`src/rtl/video_fetch_pkg.sv`:
```
// Shared encodings for the video line fetcher: FSM states and the
// adapter's transfer-size / direction codes.
package video_fetch_pkg;

    typedef enum logic [1:0] {
        ST_IDLE = 2'd0,
        ST_REQ  = 2'd1,
        ST_WAIT = 2'd2
    } fetch_state_t;

    localparam logic [1:0] SZ_BYTE  = 2'b01;
    localparam logic [1:0] SZ_WORD  = 2'b10;
    localparam logic [1:0] SZ_DWORD = 2'b11;

    localparam logic RW_READ  = 1'b0;
    localparam logic RW_WRITE = 1'b1;

endpackage

```
`src/rtl/line_fifo.sv`:
```
// First-word-fall-through FIFO with synchronous flush; head word is
// presented on pop_data whenever empty is low.
module line_fifo #(
    parameter int DEPTH = 16,
    parameter int W     = 32,
    localparam int PW   = $clog2(DEPTH),
    localparam int CW   = PW + 1
) (
    input  logic          clk,
    input  logic          rst,
    input  logic          push,
    input  logic [W-1:0]  push_data,
    input  logic          pop,
    input  logic          flush,
    output logic [W-1:0]  pop_data,
    output logic [CW-1:0] count,
    output logic          empty,
    output logic          full
);

    logic [W-1:0]  mem [DEPTH];
    logic [PW-1:0] wr_ptr;
    logic [PW-1:0] rd_ptr;
    logic          do_push;
    logic          do_pop;
    logic [CW-1:0] count_nxt;

    assign full      = (count == CW'(DEPTH));
    assign do_push   = push && !full;
    assign do_pop    = pop && !empty;
    assign count_nxt = count + CW'(do_push) - CW'(do_pop);
    assign pop_data  = mem[rd_ptr];

    always_ff @(posedge clk or posedge rst) begin
        if (rst) begin
            wr_ptr <= '0;
            rd_ptr <= '0;
            count  <= '0;
            empty  <= 1'b1;
        end else if (flush) begin
            wr_ptr <= '0;
            rd_ptr <= '0;
            count  <= '0;
            empty  <= 1'b1;
        end else begin
            if (do_push) wr_ptr <= wr_ptr + PW'(1);
            if (do_pop)  rd_ptr <= rd_ptr + PW'(1);
            count <= count_nxt;
            empty <= (count_nxt == '0);
        end
    end

    // Storage needs no reset; pointers define what is valid.
    always_ff @(posedge clk) begin
        if (do_push && !flush) mem[wr_ptr] <= push_data;
    end

endmodule

```
`src/rtl/video_line_fetcher.sv`:
```
// Fetches one video line of 32-bit words from the SDRAM adapter into a
// line FIFO, one transaction at a time, reserving a FIFO slot per request.
module video_line_fetcher
    import video_fetch_pkg::*;
#(
    parameter int WORDS_PER_LINE = 160,
    parameter int FIFO_DEPTH     = 16,
    parameter int AW             = 25
) (
    input  logic          PixelClk2,
    input  logic          Reset,
    input  logic          LineStart,
    input  logic [AW-1:0] LineBase,
    output logic [AW-1:0] Address,
    output logic [31:0]   DataWrite,
    output logic [1:0]    DataSize,
    output logic          ReadWrite,
    output logic          Request,
    input  logic          Ready,
    input  logic [31:0]   DataRead,
    input  logic          PopEn,
    output logic [31:0]   PopData,
    output logic          Empty,
    output logic          Underrun,
    output logic          LineDone
);

    localparam int CW = $clog2(FIFO_DEPTH) + 1;

    fetch_state_t  state, state_nxt;
    logic          req_nxt;
    logic [AW-1:0] addr_nxt;
    logic [AW-1:0] base;
    logic [9:0]    index;
    logic          discard;
    logic          done_txn;
    logic          push;
    logic          slot_free;
    logic [CW-1:0] fifo_count;
    logic          fifo_full;
    logic [CW:0]   occupancy;

    assign DataWrite = '0;
    assign DataSize  = SZ_DWORD;
    assign ReadWrite = RW_READ;

    assign occupancy = {1'b0, fifo_count} + {{CW{1'b0}}, (state != ST_IDLE)};
    assign slot_free = !fifo_full && (occupancy < (CW+1)'(FIFO_DEPTH));

    always_ff @(posedge PixelClk2 or posedge Reset) begin
        if (Reset) begin
            state   <= ST_IDLE;
            Request <= 1'b0;
            Address <= '0;
        end else begin
            state   <= state_nxt;
            Request <= req_nxt;
            Address <= addr_nxt;
        end
    end

    always_comb begin
        state_nxt = state;
        req_nxt   = Request;
        addr_nxt  = Address;
        done_txn  = 1'b0;
        push      = 1'b0;
        case (state)
            // No issue on a LineStart edge: the new base is not latched yet.
            ST_IDLE: begin
                if (!LineStart && !LineDone && (index < 10'(WORDS_PER_LINE)) &&
                    slot_free && Ready) begin
                    req_nxt   = 1'b1;
                    addr_nxt  = base + AW'({index, 2'b00});
                    state_nxt = ST_REQ;
                end
            end
            ST_REQ: begin
                if (!Ready) begin
                    req_nxt   = 1'b0;
                    state_nxt = ST_WAIT;
                end
            end
            ST_WAIT: begin
                if (Ready) begin
                    done_txn  = 1'b1;
                    push      = !discard && !LineStart;
                    state_nxt = ST_IDLE;
                end
            end
            default: begin
                req_nxt   = 1'b0;
                state_nxt = ST_IDLE;
            end
        endcase
    end

    always_ff @(posedge PixelClk2 or posedge Reset) begin
        if (Reset) begin
            base     <= '0;
            index    <= '0;
            discard  <= 1'b0;
            LineDone <= 1'b1;
            Underrun <= 1'b0;
        end else if (LineStart) begin
            base     <= {LineBase[AW-1:2], 2'b00};
            index    <= '0;
            LineDone <= 1'b0;
            Underrun <= 1'b0;
            // A transaction still in flight belongs to the old line.
            discard  <= (state_nxt != ST_IDLE);
        end else begin
            if (state_nxt == ST_IDLE) discard <= 1'b0;
            if (done_txn && !discard) index <= index + 10'd1;
            if (push && (index == 10'(WORDS_PER_LINE - 1))) LineDone <= 1'b1;
            if (PopEn && Empty) Underrun <= 1'b1;
        end
    end

    line_fifo #(
        .DEPTH (FIFO_DEPTH),
        .W     (32)
    ) u_fifo (
        .clk       (PixelClk2),
        .rst       (Reset),
        .push      (push),
        .push_data (DataRead),
        .pop       (PopEn),
        .flush     (LineStart),
        .pop_data  (PopData),
        .count     (fifo_count),
        .empty     (Empty),
        .full      (fifo_full)
    );

endmodule

```
`config.mk`:
```
export PLATFORM = sky130hd
export DESIGN_NAME = video_line_fetcher
export DESIGN_NICKNAME = d
export VERILOG_FILES = /design/src/rtl/video_fetch_pkg.sv /design/src/rtl/line_fifo.sv /design/src/rtl/video_line_fetcher.sv
export SDC_FILE = /design/constraint.sdc
export NUM_CORES = 1
export LEC_CHECK = 0
export ABC_AREA = 0
export CORE_MARGIN = 3
export CORE_UTILIZATION = 45
export DETAILED_ROUTE_END_ITERATION = 7
export PLACE_DENSITY = 0.66
export SLEW_MARGIN = 15
export SYNTH_ARGS = -nofsm -noshare
export SYNTH_HDL_FRONTEND = slang
export SYNTH_SLANG_ARGS = --single-unit
export TNS_END_PERCENT = 100
```
`constraint.sdc`:
```
create_clock -name PixelClk2 -period 2.85 [get_ports PixelClk2]
set_input_delay 0.855 -clock PixelClk2 [delete_from_list [all_inputs] [get_ports PixelClk2]]
set_output_delay 0.855 -clock PixelClk2 [all_outputs]
set_load 0.05 [all_outputs]
```
== Word level (Yosys, flattened, before mapping) ==
Memories as Yosys holds them, arrays and structs flattened.
Cells that the tools add are included.
Storage, ports and cells
  output and inout bits: 96
  bits in latches: 0
  memories: 1
  ROM bits: 0
  logic and storage cells: 86
  flip-flop bits (word level): 78
  memory bits (writable): 512
  input bits: 62
Cells by class
  add/sub/neg operators: 7
  div/mod/pow operators: 0
  equality and inequality tests: 6
  order comparisons: 2
  reduce and logical (&&, ||, !) cells: 30
  muxes and demuxes: 27
  bitwise gates (word level): 1
  shift-type cells: 0
  multipliers: 0
Memory list
  u_fifo.mem: words 16, bits a word 32, rd ports 1, clocked after Yosys merged registers in 0, write ports 1, line line_fifo.sv:21  | logic [W-1:0] mem [DEPTH];
Operator list (count)
  $add 25x12->25: 1
  $mux 10: 2
  $mux 4: 4
  $reduce_bool 2->1: 8
  $mux 1: 15
  $logic_and 1x1->1: 12
  $add 10x1->10 const B: 1
  $eq 10x8->1 const B: 1
  $lt 10x8->1 const B: 1
  $add 4x1->4 const B: 2
  $add 5x1->6: 1
  $lt 6x5->1 const B: 1
  $mux 2: 3
  $pmux 2 s3: 1
  $add 5x1->5: 1
  $eq 5x5->1 const B: 1
  $logic_not 1->1: 5
  $logic_not 5->1: 1
  $mux 5: 1
  $sub 5x1->5: 1
  $logic_not 2->1: 2
  $ne 2x2->1 const B: 2
  $pmux 1 s3: 1
  $reduce_and 3->1: 1
  4 further kinds: 4

== Longest topological paths before layout ==
  word-level depth: 11
  mapped depth: 13
  gate-level depth less buffers: 12

== By module ==
From an unflattened synthesis, not the netlist that was laid out.
Second synthesis, totals
  cell total of the unflattened synthesis: 1259
  area, all modules: 23660.2 sq um
Modules (own cells, without submodules)
  line_fifo: area an instance 20058.0 sq um, times used 1, seq. area each 15726.3 sq um, cells each 889
  video_line_fetcher: area an instance 3602.2 sq um, times used 1, seq. area each 1552.7 sq um, cells each 370

== Worst setup path before layout ==
OpenSTA, ideal clock, no wires.
  path kind: input-to-reg
  start: input port Ready
  end: memory u_fifo.mem[0][0] (enable)
  library setup time: 0.392 ns
  setup slack: -0.255 ns
  required time: 2.458 ns
  data arrival time: 2.713 ns
  cell stages on the path: 7
  buffers on the path: 2
  cell sequence: nor4bb_1 buf_2 o311a_1 buf_2 and2b_1 and2b_1 and2_1
Between the ends
  cells in the longest elaborated chain, start to end: 6
RTL lines
  start, declared: line video_line_fetcher.sv:19  | input logic Ready,
  $mux 1: line video_line_fetcher.sv:85  | if (Ready) begin
  $mux 1: line video_line_fetcher.sv:68  | case (state)
  $logic_and 1x1->1: line line_fifo.sv:29  | assign do_push = push && !full;
  $logic_and 1x1->1: line line_fifo.sv:55  | if (do_push && !flush) mem[wr_ptr] <= push_data;
  $mux 1: line line_fifo.sv:55
  $mux 1 (implied by the code): line line_fifo.sv:55
  end, declared: line line_fifo.sv:21
Every way passes these cells.

== Worst setup path after layout ==
  start: register u_fifo.rd_ptr[0]
  end: output port PopData[6]
Between the ends
  cells in the longest elaborated chain, start to end: 1
RTL lines
  start, declared: line line_fifo.sv:23  | logic [PW-1:0] rd_ptr;
  start signal, assigned: line line_fifo.sv:47  | if (do_pop) rd_ptr <= rd_ptr + PW'(1);
  $mem_v2 16x32
  end, declared: line video_line_fetcher.sv:22  | output logic [31:0] PopData,
Every way passes these cells.

==> run summary <==
clock share of power -> 33.4%
failing checks -> negative setup slack
min Tclk post-route -> 3.59 ns
pwr/cell area -> 756 mW/mm2
Routed WL -> 50400 um
FMAX -> 279 MHz
root buffer cell -> clkbuf_16
Die ar. -> 0.0555 mm2
count of cell types in the netlist -> 59
Pwr Total -> 21.7 mW
# hold bufs at CTS -> 0
# DRC -> 0
critical path startpoint -> u_fifo.rd_ptr[0]
proportion of layout cells with a drive suffix above 1 -> 29.8%
pins over their slew limit -> 0
RD Place Congestion -> 0.766
first-pass GRT wire length -> 78000 um
Multi-input gate area -> 0.00591 mm2
# rows -> 83
CTS tree -> built
nets@finish -> 1497
Die Wd -> 235 um
Synth top area share -> 64.9%
RSZ-0062 raised after global routing -> true
pin count of the biggest net entering global routing -> 77
most common cell after layout, fill and taps aside -> edfxtp_1
Worst setup SP type -> flip-flop
hpwl dp -> 30200 um
reg2reg start -> index[6]
Reg area -> 0.0173 mm2
Worst EP required -> 2.00 ns
H-tree level count -> 2
Pleak -> 9.64 nW
grt ovf -> 0
Min-Delay Path Class -> flip-flop to flip-flop
Final Worst Setup Slack -> -0.736 ns
asr flop ratio synth -> 12.9%
largest area contributor in the netlist -> edfxtp_1
Die Ht -> 235 um
Final Hold Viols -> 0
initial DRC count -> 1014
sequential power share -> 45.5%
largest buffer count on any clock path -> 3
Post-synth EDFFs -> 512
I/O Buffers -> 118
HP Start -> Address[21]
Via Count -> 11800
Slew headroom -> 32.0%
synthesis-stage register bit count -> 588
fin crit share -> 126%
CP max FO -> 8
Area growth syn-to-layout -> 21.2%
status -> finished with violations
Post-Syn Area per Cell -> 20.1 um2
Pre-antenna DRT Iters -> 5
Sw Pwr -> 5.92 mW
Initial Util -> 45.8%
CP Capture Type -> primary output
most frequent cells in the layout -> edfxtp_1, mux4_2, clkdlybuf4s50_1
sequential element share of the synthesized area -> 72.9%
Setup TNS -> -22.28 ns
cells after synthesis -> 1180
GRT Total Usage -> 18.4%
Top Ports -> 158
number of global-route vias before repair -> 12500
# fillers -> 3904
Mapped Area -> 0.0237 mm2
yosys synthesis warning count -> 0
Clk Latency, worst-skew pair -> 0.62 ns
cell internal pwr -> 15.8 mW
Core Footprint -> 0.0517 mm2
Switching Share -> 27.2%
initial antenna violation count -> 4
Final Skew -> 0.0155 ns
Final Setup Violations -> 32
Clock Pin Slew Worst Setup and Hold Paths -> 0.07 ns
Critical Path AT -> 2.73 ns
TritonCTS Sinks -> 588
Slew @ Worst Pin -> 1.02 ns
combinational power share -> 21.2%
ys flop type -> edfxtp_1
vias per cell -> 5.53
WL/cell -> 23.6 um
TritonCTS buffer count -> 58
Area contributors post-synth -> edfxtp_1, mux4_2, dfrtp_1
peak supply drop -> 0.589 mV
post-route ant nets -> 0
Setup CP Type -> flip-flop to primary output
total of max-cap violations -> 0
==> path summary, 6_finish.rpt <==
check                      cells past startpoint  slack [ns]                to
min in group asynchronous                      3        0.64          base[17]
hold / removal                                 2        0.49       Address[21]
setup / recovery                               6       -0.74        PopData[6]
max in group asynchronous                      3        1.81  u_fifo.rd_ptr[0]
setup reg to reg                               6        0.26       Address[17]
hold reg to reg                                2        0.49       Address[21]
==> stage by stage <==
step | cells | area, um2 | hold WS (ns) | setup slack (ns) | util, %
6_report | 2137 | 28700 | 0.486 | -0.736 | 55.5
5_1_grt | 2137 | 28700 | 0.509 | -0.827 | 55.5
4_1_cts | 2136 | 28700 | 0.489 | -0.794 | 55.5
3_5_place_dp | 2004 | 26300 | 0.466 | -0.442 | 50.9
3_3_place_gp | 2004 | 26300 | 0.469 | -0.464 | 50.9
2_1_floorplan | 1215 | 23900 | 0.472 | 0.0278 | -
==> registers in the layout, summed over array words and instances, names as in the netlist, 2 cells and up <==
name	cells
u_fifo.count	5
Address	23
u_fifo.wr_ptr	4
state	2
u_fifo.rd_ptr	4
u_fifo.mem	512
index	10
base	23
==> timing repair <==
| action | 4_1_cts | 5_1_grt |
|---|---|---|
| resized for setup | 61 | 6 |
| setup buffers | 20 | 2 |
| setup endpoints to repair | 34 | 33 |
| cloned | 7 | 0 |
| endpoints found under the hold margin | 0 | 0 |
==> worst max-delay path, stage by stage, from the launching register on <==
cell     delay [ns]
dfrtp_4        0.48
buf_8          0.15
buf_12         0.15
buf_12         0.15
mux4_2         0.50
mux4_2         0.50
buf_6          0.18
==> Yosys cell counts (5+ instances only) <==
library cell / n
o21ai_1: 8
dfrtp_1: 74
nand3_1: 14
xor2_1: 18
clkbuf_1: 24
nand2_1: 39
a21oi_1: 19
inv_1: 21
edfxtp_1: 512
o21ai_0: 23
nor2b_1: 6
buf_1: 10
nand4_1: 17
o31ai_1: 5
and3_1: 11
mux4_2: 160
a21o_1: 5
nor2_1: 28
nor3_1: 10
ha_1: 23
and2_1: 12
buf_6: 11
mux2_2: 21
buf_2: 13
buf_4: 37
==> cells by family after synthesis <==
family | Yosys count | synth area share (%)
XOR/XNOR | 22 | 0.813
adder cells (fa/ha/maj) | 25 | 1.38
flip-flops | 588 | 72.9
other | 2 | 0.0317
multiplexers | 184 | 16.3
AO/OA/AOI/OAI | 87 | 2.30
buffers and inverters | 116 | 2.84
AND/OR/NAND/NOR | 156 | 3.39
==> power groups by stage <==
stage / clock network (mW) / registers (mW) / logic, mW
after floorplan: 0 / 10.6 / 2.27
after global placement: 0 / 10.1 / 4.13
after detailed placement: 0 / 10.1 / 4.17
after CTS: 7.42 / 9.88 / 4.67
after global routing: 7.78 / 9.92 / 4.91
final: 7.25 / 9.88 / 4.60
==> layer usage <==
metal | track usage (%) | share of wire (%) | vias to the layer above
met4 | 3.85 | 1.4 | 6
met5 | 0 | 0.093 | -
met1 | 25.5 | 42 | 6231
met2 | 30.6 | 51 | 341
met3 | 3.96 | 5.8 | 57
li1 | - | - | 5184
==> area by class of cell <==
type                            instances  area share, %
Inverter                               21          0.274
Multi-Input combinational cell        511           20.6
Timing Repair Buffer                  230           9.72
Tap cell                              680           2.96
Clock inverter                         36           1.08
Clock buffer                           70           5.21
Sequential cell                       588           60.2
Antenna cell                            1        0.00871
No activity file was read; power rests on OpenSTA's default activity.
